==> config.mk <==
export PLATFORM = sky130hd
export DESIGN_NAME = lsu_axi_rd_dma
export DESIGN_NICKNAME = d
export VERILOG_FILES = /design/src/rtl/lsu_pkg.sv /design/src/rtl/lsu_ar_gen.sv /design/src/rtl/lsu_axi_rd_dma.sv
export SDC_FILE = /design/constraint.sdc
export NUM_CORES = 1
export LEC_CHECK = 0
export ABC_AREA = 1
export BUFFER_PORTS_ARGS = -buffer_cell sky130_fd_sc_hd__clkbuf_2
export CORE_MARGIN = 8
export CORE_UTILIZATION = 46
export DETAILED_ROUTE_END_ITERATION = 12
export HOLD_SLACK_MARGIN = 0.15
export PLACE_DENSITY_LB_ADDON = 0.1
export SLEW_MARGIN = 15
export SYNTH_ARGS = -nofsm -noshare
export SYNTH_HDL_FRONTEND = slang
export SYNTH_HIERARCHICAL = 1
export SYNTH_SLANG_ARGS = --single-unit
==> constraint.sdc <==
create_clock -name clk -period 2.2 [get_ports clk]
set_input_delay 0.44 -clock clk [delete_from_list [all_inputs] [get_ports clk]]
set_output_delay 0.44 -clock clk [all_outputs]
set_load 0.02 [all_outputs]
==> src/rtl/lsu_pkg.sv <==
// Shared types and constants for the LSU AXI read DMA: FSM states, AXI encodings
// and parameter defaults.
package lsu_pkg;

  typedef enum logic [1:0] {
    IDLE  = 2'd0,
    ISSUE = 2'd1,
    DRAIN = 2'd2
  } state_t;

  localparam logic [1:0] AXI_BURST_INCR = 2'b01;
  localparam logic [1:0] AXI_RESP_OKAY  = 2'b00;

  localparam int DEF_DATA_W   = 64;
  localparam int DEF_ADDR_W   = 32;
  localparam int DEF_SRAM_AW  = 12;
  localparam int DEF_NUM_CH   = 3;
  localparam int DEF_MAX_OUTS = 4;

  // AXI AxSIZE encoding for a full-width beat of data_w bits.
  function automatic logic [2:0] axi_size(input int data_w);
    return 3'($clog2(data_w / 8));
  endfunction

endpackage

==> src/rtl/lsu_ar_gen.sv <==
// Row address generator: walks cmd_num rows from the DRAM base by cmd_str bytes and
// presents one INCR burst per row on the AXI AR channel.
module lsu_ar_gen
  import lsu_pkg::*;
#(
  parameter int DATA_W = DEF_DATA_W,
  parameter int ADDR_W = DEF_ADDR_W,
  parameter int CH_W   = 2
) (
  input  logic              clk,
  input  logic              rst_n,
  input  logic              start,
  input  logic              active,
  input  logic              room,
  input  logic [CH_W-1:0]   cmd_ch,
  input  logic [ADDR_W-1:0] cmd_dram_addr,
  input  logic [7:0]        cmd_num,
  input  logic [2:0]        cmd_len,
  input  logic [15:0]       cmd_str,
  output logic [7:0]        arid,
  output logic [ADDR_W-1:0] araddr,
  output logic [7:0]        arlen,
  output logic [2:0]        arsize,
  output logic [1:0]        arburst,
  output logic              arvld,
  input  logic              arrdy,
  output logic              ar_hs,
  output logic              last_hs
);

  logic [CH_W-1:0]   ch_reg;
  logic [ADDR_W-1:0] addr_reg;
  logic [7:0]        num_reg;
  logic [7:0]        rows_reg;
  logic [2:0]        len_reg;
  logic [15:0]       str_reg;

  assign arvld   = active && (rows_reg < num_reg) && room;
  assign ar_hs   = arvld && arrdy;
  assign last_hs = ar_hs && (rows_reg == num_reg - 8'd1);

  // Payload is forced to zero whenever no request is offered; it only moves on a
  // handshake, so it is stable while arvld waits for arrdy.
  assign arid    = arvld ? {{(8 - CH_W){1'b0}}, ch_reg} : 8'd0;
  assign araddr  = arvld ? addr_reg : '0;
  assign arlen   = arvld ? 8'((9'd1 << len_reg) - 9'd1) : 8'd0;
  assign arsize  = arvld ? axi_size(DATA_W) : 3'd0;
  assign arburst = arvld ? AXI_BURST_INCR : 2'b00;

  always_ff @(posedge clk) begin
    if (!rst_n) begin
      ch_reg   <= '0;
      addr_reg <= '0;
      num_reg  <= '0;
      rows_reg <= '0;
      len_reg  <= '0;
      str_reg  <= '0;
    end else if (start) begin
      ch_reg   <= cmd_ch;
      addr_reg <= cmd_dram_addr;
      num_reg  <= cmd_num;
      rows_reg <= '0;
      len_reg  <= cmd_len;
      str_reg  <= cmd_str;
    end else if (ar_hs) begin
      rows_reg <= rows_reg + 8'd1;
      addr_reg <= addr_reg + ADDR_W'(str_reg);
    end
  end

endmodule

==> src/rtl/lsu_axi_rd_dma.sv <==
// LSU read DMA: fetches strided rows from DRAM over AXI and streams every R beat
// into one of NUM_CH SRAMs at consecutive word addresses.
module lsu_axi_rd_dma
  import lsu_pkg::*;
#(
  parameter int DATA_W   = DEF_DATA_W,
  parameter int ADDR_W   = DEF_ADDR_W,
  parameter int SRAM_AW  = DEF_SRAM_AW,
  parameter int NUM_CH   = DEF_NUM_CH,
  parameter int MAX_OUTS = DEF_MAX_OUTS
) (
  input  logic                       clk,
  input  logic                       rst_n,
  input  logic                       cmd_vld,
  output logic                       cmd_rdy,
  input  logic [$clog2(NUM_CH)-1:0]  cmd_ch,
  input  logic [ADDR_W-1:0]          cmd_dram_addr,
  input  logic [SRAM_AW-1:0]         cmd_sram_addr,
  input  logic [7:0]                 cmd_num,
  input  logic [2:0]                 cmd_len,
  input  logic [15:0]                cmd_str,
  output logic [7:0]                 lsu_axi_arid,
  output logic [ADDR_W-1:0]          lsu_axi_araddr,
  output logic [7:0]                 lsu_axi_arlen,
  output logic [2:0]                 lsu_axi_arsize,
  output logic [1:0]                 lsu_axi_arburst,
  output logic                       lsu_axi_arvld,
  input  logic                       axi_lsu_arrdy,
  input  logic [7:0]                 axi_lsu_rid,
  input  logic [DATA_W-1:0]          axi_lsu_rdata,
  input  logic [1:0]                 axi_lsu_rresp,
  input  logic                       axi_lsu_rlast,
  input  logic                       axi_lsu_rvld,
  output logic                       lsu_axi_rrdy,
  output logic [NUM_CH-1:0]          lsu_ram_wr_vld,
  output logic [SRAM_AW-1:0]         lsu_ram_wr_addr,
  output logic [DATA_W-1:0]          lsu_ram_wr_data,
  output logic                       lsu_dma_done,
  output logic                       lsu_dma_err
);

  localparam int CH_W   = $clog2(NUM_CH);
  localparam int OUTS_W = $clog2(MAX_OUTS + 1);

  state_t              state;
  logic [OUTS_W-1:0]   outs_reg;
  logic [OUTS_W-1:0]   outs_next;
  logic [CH_W-1:0]     ch_reg;
  logic [SRAM_AW-1:0]  ptr_reg;
  logic [NUM_CH-1:0]   wr_vld_reg;
  logic [SRAM_AW-1:0]  wr_addr_reg;
  logic [DATA_W-1:0]   wr_data_reg;
  logic                done_reg;
  logic                err_reg;
  logic [NUM_CH-1:0]   ch_hot;
  logic                accept;
  logic                start;
  logic                room;
  logic                ar_hs;
  logic                last_hs;
  logic                r_hs;
  logic                r_last_hs;
  logic                unused_rid;

  // Beats are routed purely by order and rlast; the returned ID carries no meaning here.
  assign unused_rid = ^axi_lsu_rid;

  assign cmd_rdy      = (state == IDLE);
  assign lsu_axi_rrdy = (state != IDLE);
  assign accept       = cmd_vld && cmd_rdy;
  assign start        = accept && (cmd_num != 8'd0);
  assign room         = outs_reg < OUTS_W'(MAX_OUTS);
  assign r_hs         = axi_lsu_rvld && lsu_axi_rrdy;
  assign r_last_hs    = r_hs && axi_lsu_rlast;

  generate
    for (genvar gi = 0; gi < NUM_CH; gi++) begin : g_ch_hot
      assign ch_hot[gi] = (ch_reg == CH_W'(gi));
    end
  endgenerate

  always_comb begin
    outs_next = outs_reg;
    if (ar_hs && !r_last_hs)
      outs_next = outs_reg + OUTS_W'(1);
    else if (!ar_hs && r_last_hs)
      outs_next = outs_reg - OUTS_W'(1);
  end

  lsu_ar_gen #(
    .DATA_W (DATA_W),
    .ADDR_W (ADDR_W),
    .CH_W   (CH_W)
  ) u_ar_gen (
    .clk           (clk),
    .rst_n         (rst_n),
    .start         (start),
    .active        (state == ISSUE),
    .room          (room),
    .cmd_ch        (cmd_ch),
    .cmd_dram_addr (cmd_dram_addr),
    .cmd_num       (cmd_num),
    .cmd_len       (cmd_len),
    .cmd_str       (cmd_str),
    .arid          (lsu_axi_arid),
    .araddr        (lsu_axi_araddr),
    .arlen         (lsu_axi_arlen),
    .arsize        (lsu_axi_arsize),
    .arburst       (lsu_axi_arburst),
    .arvld         (lsu_axi_arvld),
    .arrdy         (axi_lsu_arrdy),
    .ar_hs         (ar_hs),
    .last_hs       (last_hs)
  );

  always_ff @(posedge clk) begin
    if (!rst_n) begin
      state       <= IDLE;
      outs_reg    <= '0;
      ch_reg      <= '0;
      ptr_reg     <= '0;
      wr_vld_reg  <= '0;
      wr_addr_reg <= '0;
      wr_data_reg <= '0;
      done_reg    <= 1'b0;
      err_reg     <= 1'b0;
    end else begin
      done_reg   <= 1'b0;
      wr_vld_reg <= '0;
      outs_reg   <= outs_next;
      if (r_hs) begin
        wr_vld_reg  <= ch_hot;
        wr_addr_reg <= ptr_reg;
        wr_data_reg <= axi_lsu_rdata;
        ptr_reg     <= ptr_reg + SRAM_AW'(1);
        if (axi_lsu_rresp != AXI_RESP_OKAY)
          err_reg <= 1'b1;
      end
      case (state)
        IDLE: begin
          if (accept) begin
            ch_reg  <= cmd_ch;
            ptr_reg <= cmd_sram_addr;
            err_reg <= 1'b0;
            if (cmd_num == 8'd0)
              done_reg <= 1'b1;
            else
              state <= ISSUE;
          end
        end
        ISSUE: begin
          if (last_hs)
            state <= DRAIN;
        end
        DRAIN: begin
          // Done lines up with the SRAM write of the final beat.
          if (outs_next == '0) begin
            state    <= IDLE;
            done_reg <= 1'b1;
          end
        end
        default: state <= IDLE;
      endcase
    end
  end

  assign lsu_ram_wr_vld  = wr_vld_reg;
  assign lsu_ram_wr_addr = wr_addr_reg;
  assign lsu_ram_wr_data = wr_data_reg;
  assign lsu_dma_done    = done_reg;
  assign lsu_dma_err     = err_reg;

endmodule

After elaboration in Yosys (flattened, before gate mapping)
Index checks and enable logic that the tools add are counted.
{"block": "classes", "n_addsub": 7, "order_cmp": 2, "eq_ne": 9, "shifts": 1, "mux": 25, "bitwise_logic": 1, "reduce_logical": 24}
{"operator": "$mux W32", "count": 3}
{"operator": "$mux W12", "count": 3}
{"operator": "$add A32 B16 Y32", "count": 1}
{"operator": "$sub A8 B1 Y8 const B", "count": 2}
{"operator": "$add A12 B1 Y12 const B", "count": 1}
{"operator": "$mux W2", "count": 6}
{"operator": "$logic_and A1 B1 Y1", "count": 10}
{"operator": "$add A8 B1 Y8 const B", "count": 1}
{"operator": "$eq A8 B8 Y1", "count": 1}
{"operator": "$logic_not A8 Y1", "count": 1}
{"operator": "$lt A8 B8 Y1", "count": 1}
{"operator": "$mux W1", "count": 8}
{"operator": "$mux W8", "count": 1}
{"operator": "$reduce_bool A8 Y1", "count": 1}
{"operator": "$shl A1 B3 Y8 const A", "count": 1}
{"operator": "$mux W3", "count": 2}
{"operator": "$ne A2 B2 Y1 const B", "count": 3}
{"operator": "$pmux W2 S3", "count": 1}
{"operator": "$reduce_bool A2 Y1", "count": 3}
{"operator": "$eq A2 B1 Y1 const B", "count": 2}
{"operator": "$eq A2 B2 Y1 const B", "count": 2}
{"operator": "$logic_not A2 Y1", "count": 2}
{"operator": "$reduce_and A2 Y1", "count": 2}
{"operator": "$reduce_and A4 Y1", "count": 1}
{"operator": "9 further kinds", "count": 10}
{"block": "word_totals", "ff_bits": 169}

Depth between registers and ports, before layout
{"block": "logic_depth", "ltp_word": 11, "depth_mapped": 20, "mapped_depth_nobuf": 19}

Modules after synthesis
The synthesis kept the hierarchy.
{"mod": "lsu_ar_gen", "n_inst": 1, "cells_per_inst": 811, "area_each_um2": 5006.1}
{"mod": "lsu_axi_rd_dma", "n_inst": 1, "cells_per_inst": 512, "area_each_um2": 3892.5}

Least setup slack after synthesis
OpenSTA, ideal clock, no wires.
{"block": "synth_timing", "path_type": "flip-flop to output port", "start": "register u_ar_gen.num_reg[5]", "end": "output lsu_axi_arlen[6]", "arrival_time_ps": 2084, "path_slack_ps": -324, "path_stages_with_launch": 10, "path_cell_list": "dfxtp_1 inv_1 ha_1 nand2_1 nand2_1 a21oi_2 nand4_4 nor2_1 inv_1 nor3_1"}
{"block": "synth_via", "elab_chain_len": 4}
{"element": "from (decl)", "line": "lsu_ar_gen.sv:33", "source": "logic [7:0] num_reg;"}
{"element": "from (signal assigned)", "line": "lsu_ar_gen.sv:61", "source": "num_reg <= cmd_num;"}
{"element": "$lt A8 B8 Y1", "line": "lsu_ar_gen.sv:38", "source": "assign arvld = active && (rows_reg < num_reg) && room;"}
{"element": "$logic_and A1 B1 Y1 (2 in series)", "line": "lsu_ar_gen.sv:38"}
{"element": "$mux W8", "line": "lsu_ar_gen.sv:46", "source": "assign arlen = arvld ? 8'((9'd1 << len_reg) - 9'd1) : 8'd0;"}
{"element": "to (decl)", "line": "lsu_axi_rd_dma.sv:24", "source": "output logic [7:0] lsu_axi_arlen,"}
No other way between the ends.

Worst setup path after layout
{"block": "layout_timing", "start": "register u_ar_gen.rows_reg[1]", "end": "output lsu_axi_araddr[31]"}
{"block": "layout_via", "elab_chain_len": 4}
{"element": "from (decl)", "line": "lsu_ar_gen.sv:34", "source": "logic [7:0] rows_reg;"}
{"element": "from (signal assigned)", "line": "lsu_ar_gen.sv:66", "source": "rows_reg <= rows_reg + 8'd1;"}
{"element": "$lt A8 B8 Y1", "line": "lsu_ar_gen.sv:38"}
{"element": "$logic_and A1 B1 Y1 (2 in series)", "line": "lsu_ar_gen.sv:38"}
{"element": "$mux W32", "line": "lsu_ar_gen.sv:45", "source": "assign araddr = arvld ? addr_reg : '0;"}
{"element": "to (decl)", "line": "lsu_axi_rd_dma.sv:23", "source": "output logic [ADDR_W-1:0] lsu_axi_araddr,"}
No other way between the ends.

==> results.sh <==
export IMPL_status="complete, but fails checks"
export IMPL_violations="setup timing"
export IMPL_io_pins=290
export IMPL_cts_max_path_buffers=2
export IMPL_synth_cells=1323
export IMPL_grt_pass1_vias=9078
export IMPL_layout_common_cells="nor2_1, clkbuf_2, nand2_1, dfxtp_1, o21ai_0"
export IMPL_vias_per_cell=4.92
export IMPL_cts_tree="yes"
export IMPL_chipHeight_um=155
export IMPL_drive_gt1_share_pct=31.3
export IMPL_place_gp_congestion=0.931
export IMPL_ys_ff_latch=169
export IMPL_drt_iter0_drc=501
export IMPL_vdd_ir_drop_max_v=0.000526
export IMPL_total_leakage_power_nw=6.06
export IMPL_port_buffers=272
export IMPL_root_buffer="clkbuf_16"
export IMPL_drcViolationCount=0
export IMPL_muxShareOfSynthArea_pct=0
export IMPL_cp_max_fo=8
export IMPL_antenna_found_initial=2
export IMPL_skew_ns=0.0144
export IMPL_antenna_left=0
export IMPL_syn_area_mm2=0.00890
export IMPL_place_ws_ns=-0.0670
export IMPL_synthXorXnorAreaFrac_pct=2.95
export IMPL_crit_type="reg2out"
export IMPL_core_mm2=0.0192
export IMPL_synth_avg_cell_area_um2=6.73
export IMPL_synth_edf_count=0
export IMPL_cp_arrival_ns=2.06
export IMPL_critPathRequiredTime_ns=1.76
export IMPL_ys_async_sr_fraction_pct=0
export IMPL_htreeDepth=4
export IMPL_dp_hpwl_um=20500
export IMPL_placedCellCount=1848
export IMPL_critPathLaunchType="flop"
export IMPL_final_common_cell="nor2_1"
export IMPL_finalSetupTns_ns=-12.47
export IMPL_ctsHoldBuffers=0
export IMPL_clock_sinks=169
export IMPL_crit_path_end_kind="output pin"
export IMPL_maxCapViolCount=0
export IMPL_grt_max_degree=78
export IMPL_drt_wl_total_um=28500
export IMPL_seq_area_frac_synth_pct=38.0
export IMPL_synth_compound_area_share_pct=14.9
export IMPL_instances_no_fill=1904
export IMPL_cts_made_buffers=17
export IMPL_synth_area_leaders="dfxtp_1, nor2_1, nand2_1, o21ai_0, inv_1"
export IMPL_synth_fa_ha_area_share_pct=4.30
export IMPL_drt_pass1_iterations=5
export IMPL_hp_class="in2reg"
export IMPL_clock_latency_ns=0.43
export IMPL_ys_types=47
export IMPL_initial_core_util_pct=46.3
export IMPL_final_nets=1807
export IMPL_vias=9365
export IMPL_synth_simple_area_share_pct=29.4
export IMPL_drv_slew=0
export IMPL_grt_first_pass_wirelength_um=45100
export IMPL_fmax_mhz=399
export IMPL_largest_reg_flops=64
export IMPL_clkTransAtPathRegs_ns=0.08
export IMPL_nFillCells=1679
export IMPL_finalSetupViolCount=60
export IMPL_syn_to_final_growth_pct=41.5
export IMPL_period_share_pct=114
export IMPL_track_usage_pct=23.0
export IMPL_floorplan_rows=51
export IMPL_synth_top_area_share_pct=38.0
export IMPL_powerDensity_mw_per_mm2=675
export IMPL_finalWorstSetupSlack_ns=-0.304
export IMPL_rsz0062_at_grt="true"
export IMPL_yosys_warnings=6
export IMPL_wl_per_cell_um=15.0
export IMPL_die_x_um=155
export IMPL_final_hold_viol_count=0
export IMPL_synth_top_family_by_area="simple AND/OR/NAND/NOR gates"
export IMPL_fin_crit_ns=2.50
export IMPL_synthFlopType="dfxtp_1"
export IMPL_synth_top_area_cell="dfxtp_1"
export IMPL_die_area_mm2=0.0241
export IMPL_grt_overflow=0
## layer usage
layer / share of wire, % / wire length [um] / GRT usage (%)
met1: 40 / 11400 / 26.3
met2: 48 / 13700 / 39.0
met5: 0.046 / 13 / 0
met4: 2.7 / 772 / 7.79
met3: 9.1 / 2600 / 8.32
## final timing paths
path                         from             endpoint  slack (ns)  cells after the start
max          u_ar_gen/rows_reg[1]   lsu_axi_araddr[31]       -0.30                     11
min reg2reg             ch_reg[0]    lsu_ram_wr_vld[0]        0.45                      1
max reg2reg  u_ar_gen/rows_reg[1]             state[1]       -0.13                     19
min             axi_lsu_rdata[13]  lsu_ram_wr_data[13]        0.23                      3
## through the flow
stage                     utilization (%)  hold slack, ns  cell area (um2)  total power [W]
after floorplan                         -           0.420             9030          0.00459
after global placement               56.1           0.436            10800          0.00515
after CTS                            62.7           0.213            12000          0.00840
after global routing                 65.5           0.217            12600          0.00896
after detailed placement             56.1           0.439            10800          0.00517
final                                65.5           0.228            12600          0.00850
## worst max-delay path, stage by stage (launching register included)
cell and delay, ns:
dfxtp_1 0.38, ha_4 0.21, nand2_1 0.05, nand2_1 0.07, nand2_2 0.08, nand2_2 0.07
nand2_2 0.08, nand4_4 0.11, buf_12 0.20, clkbuf_16 0.17, nor2_4 0.11, buf_6 0.12
## cell families (layout without fill, tap and decap cells)
logic type	Yosys count	after routing
AOI/OAI and AO/OA	252	252
buffers and inverters	216	520
adders and majority gates	30	30
and+or+nand+nor	625	627
xor gates and xnor gates	30	30
other	1	11
DFF	169	169
## cell usage after synthesis, types with 2 or more instances
cell type  instances
o211ai_1           5
nor3_2             2
dfxtp_1          169
nand3_1           60
buf_4             21
nand2_2            4
nor2_2             2
inv_2              8
buf_6              2
buf_1              4
nand4_1            7
or2_1              3
o21ai_1            3
nor2_1           270
inv_1            142
nand2_1          238
nor2_4             3
a21boi_0           4
a211oi_2           2
o21bai_1           3
a21oi_1           75
xnor2_1           10
nand3_2            2
xor2_1            20
clkbuf_1          26
a21oi_2            2
o21ai_0          151
ha_1              29
nor3_1            21
a31oi_1            4
nor4_1             3
buf_2             13
## where the power goes
part	internal (W)	total, W	switching [W]	leakage (nW)
sequential	0.00329	0.00345	0.000158	1.39
clock	0.00157	0.00303	0.00146	0.297
combinational	0.000822	0.00203	0.00121	4.37
total	0.00568	0.00850	0.00282	6.06
## area by class of cell
cell class | instances | area [um2] | area share [%]
Inverter | 150 | 573 | 4.55
Tap cell | 265 | 332 | 2.63
Sequential cell | 169 | 3400 | 27.0
Multi-Input combinational cell | 948 | 5200 | 41.3
Clock inverter | 14 | 170 | 1.35
Clock buffer | 18 | 439 | 3.49
Antenna cell | 2 | 5.00 | 0.0398
Timing Repair Buffer | 338 | 2470 | 19.6
## timing repair
action | in CTS | in global routing
setup buffers | 4 | 12
endpoints found under the setup margin | 47 | 85
gates cloned | 2 | 5
pin swaps | 13 | 14
resized for setup | 142 | 150
No activity file was read; power rests on OpenSTA's default activity.
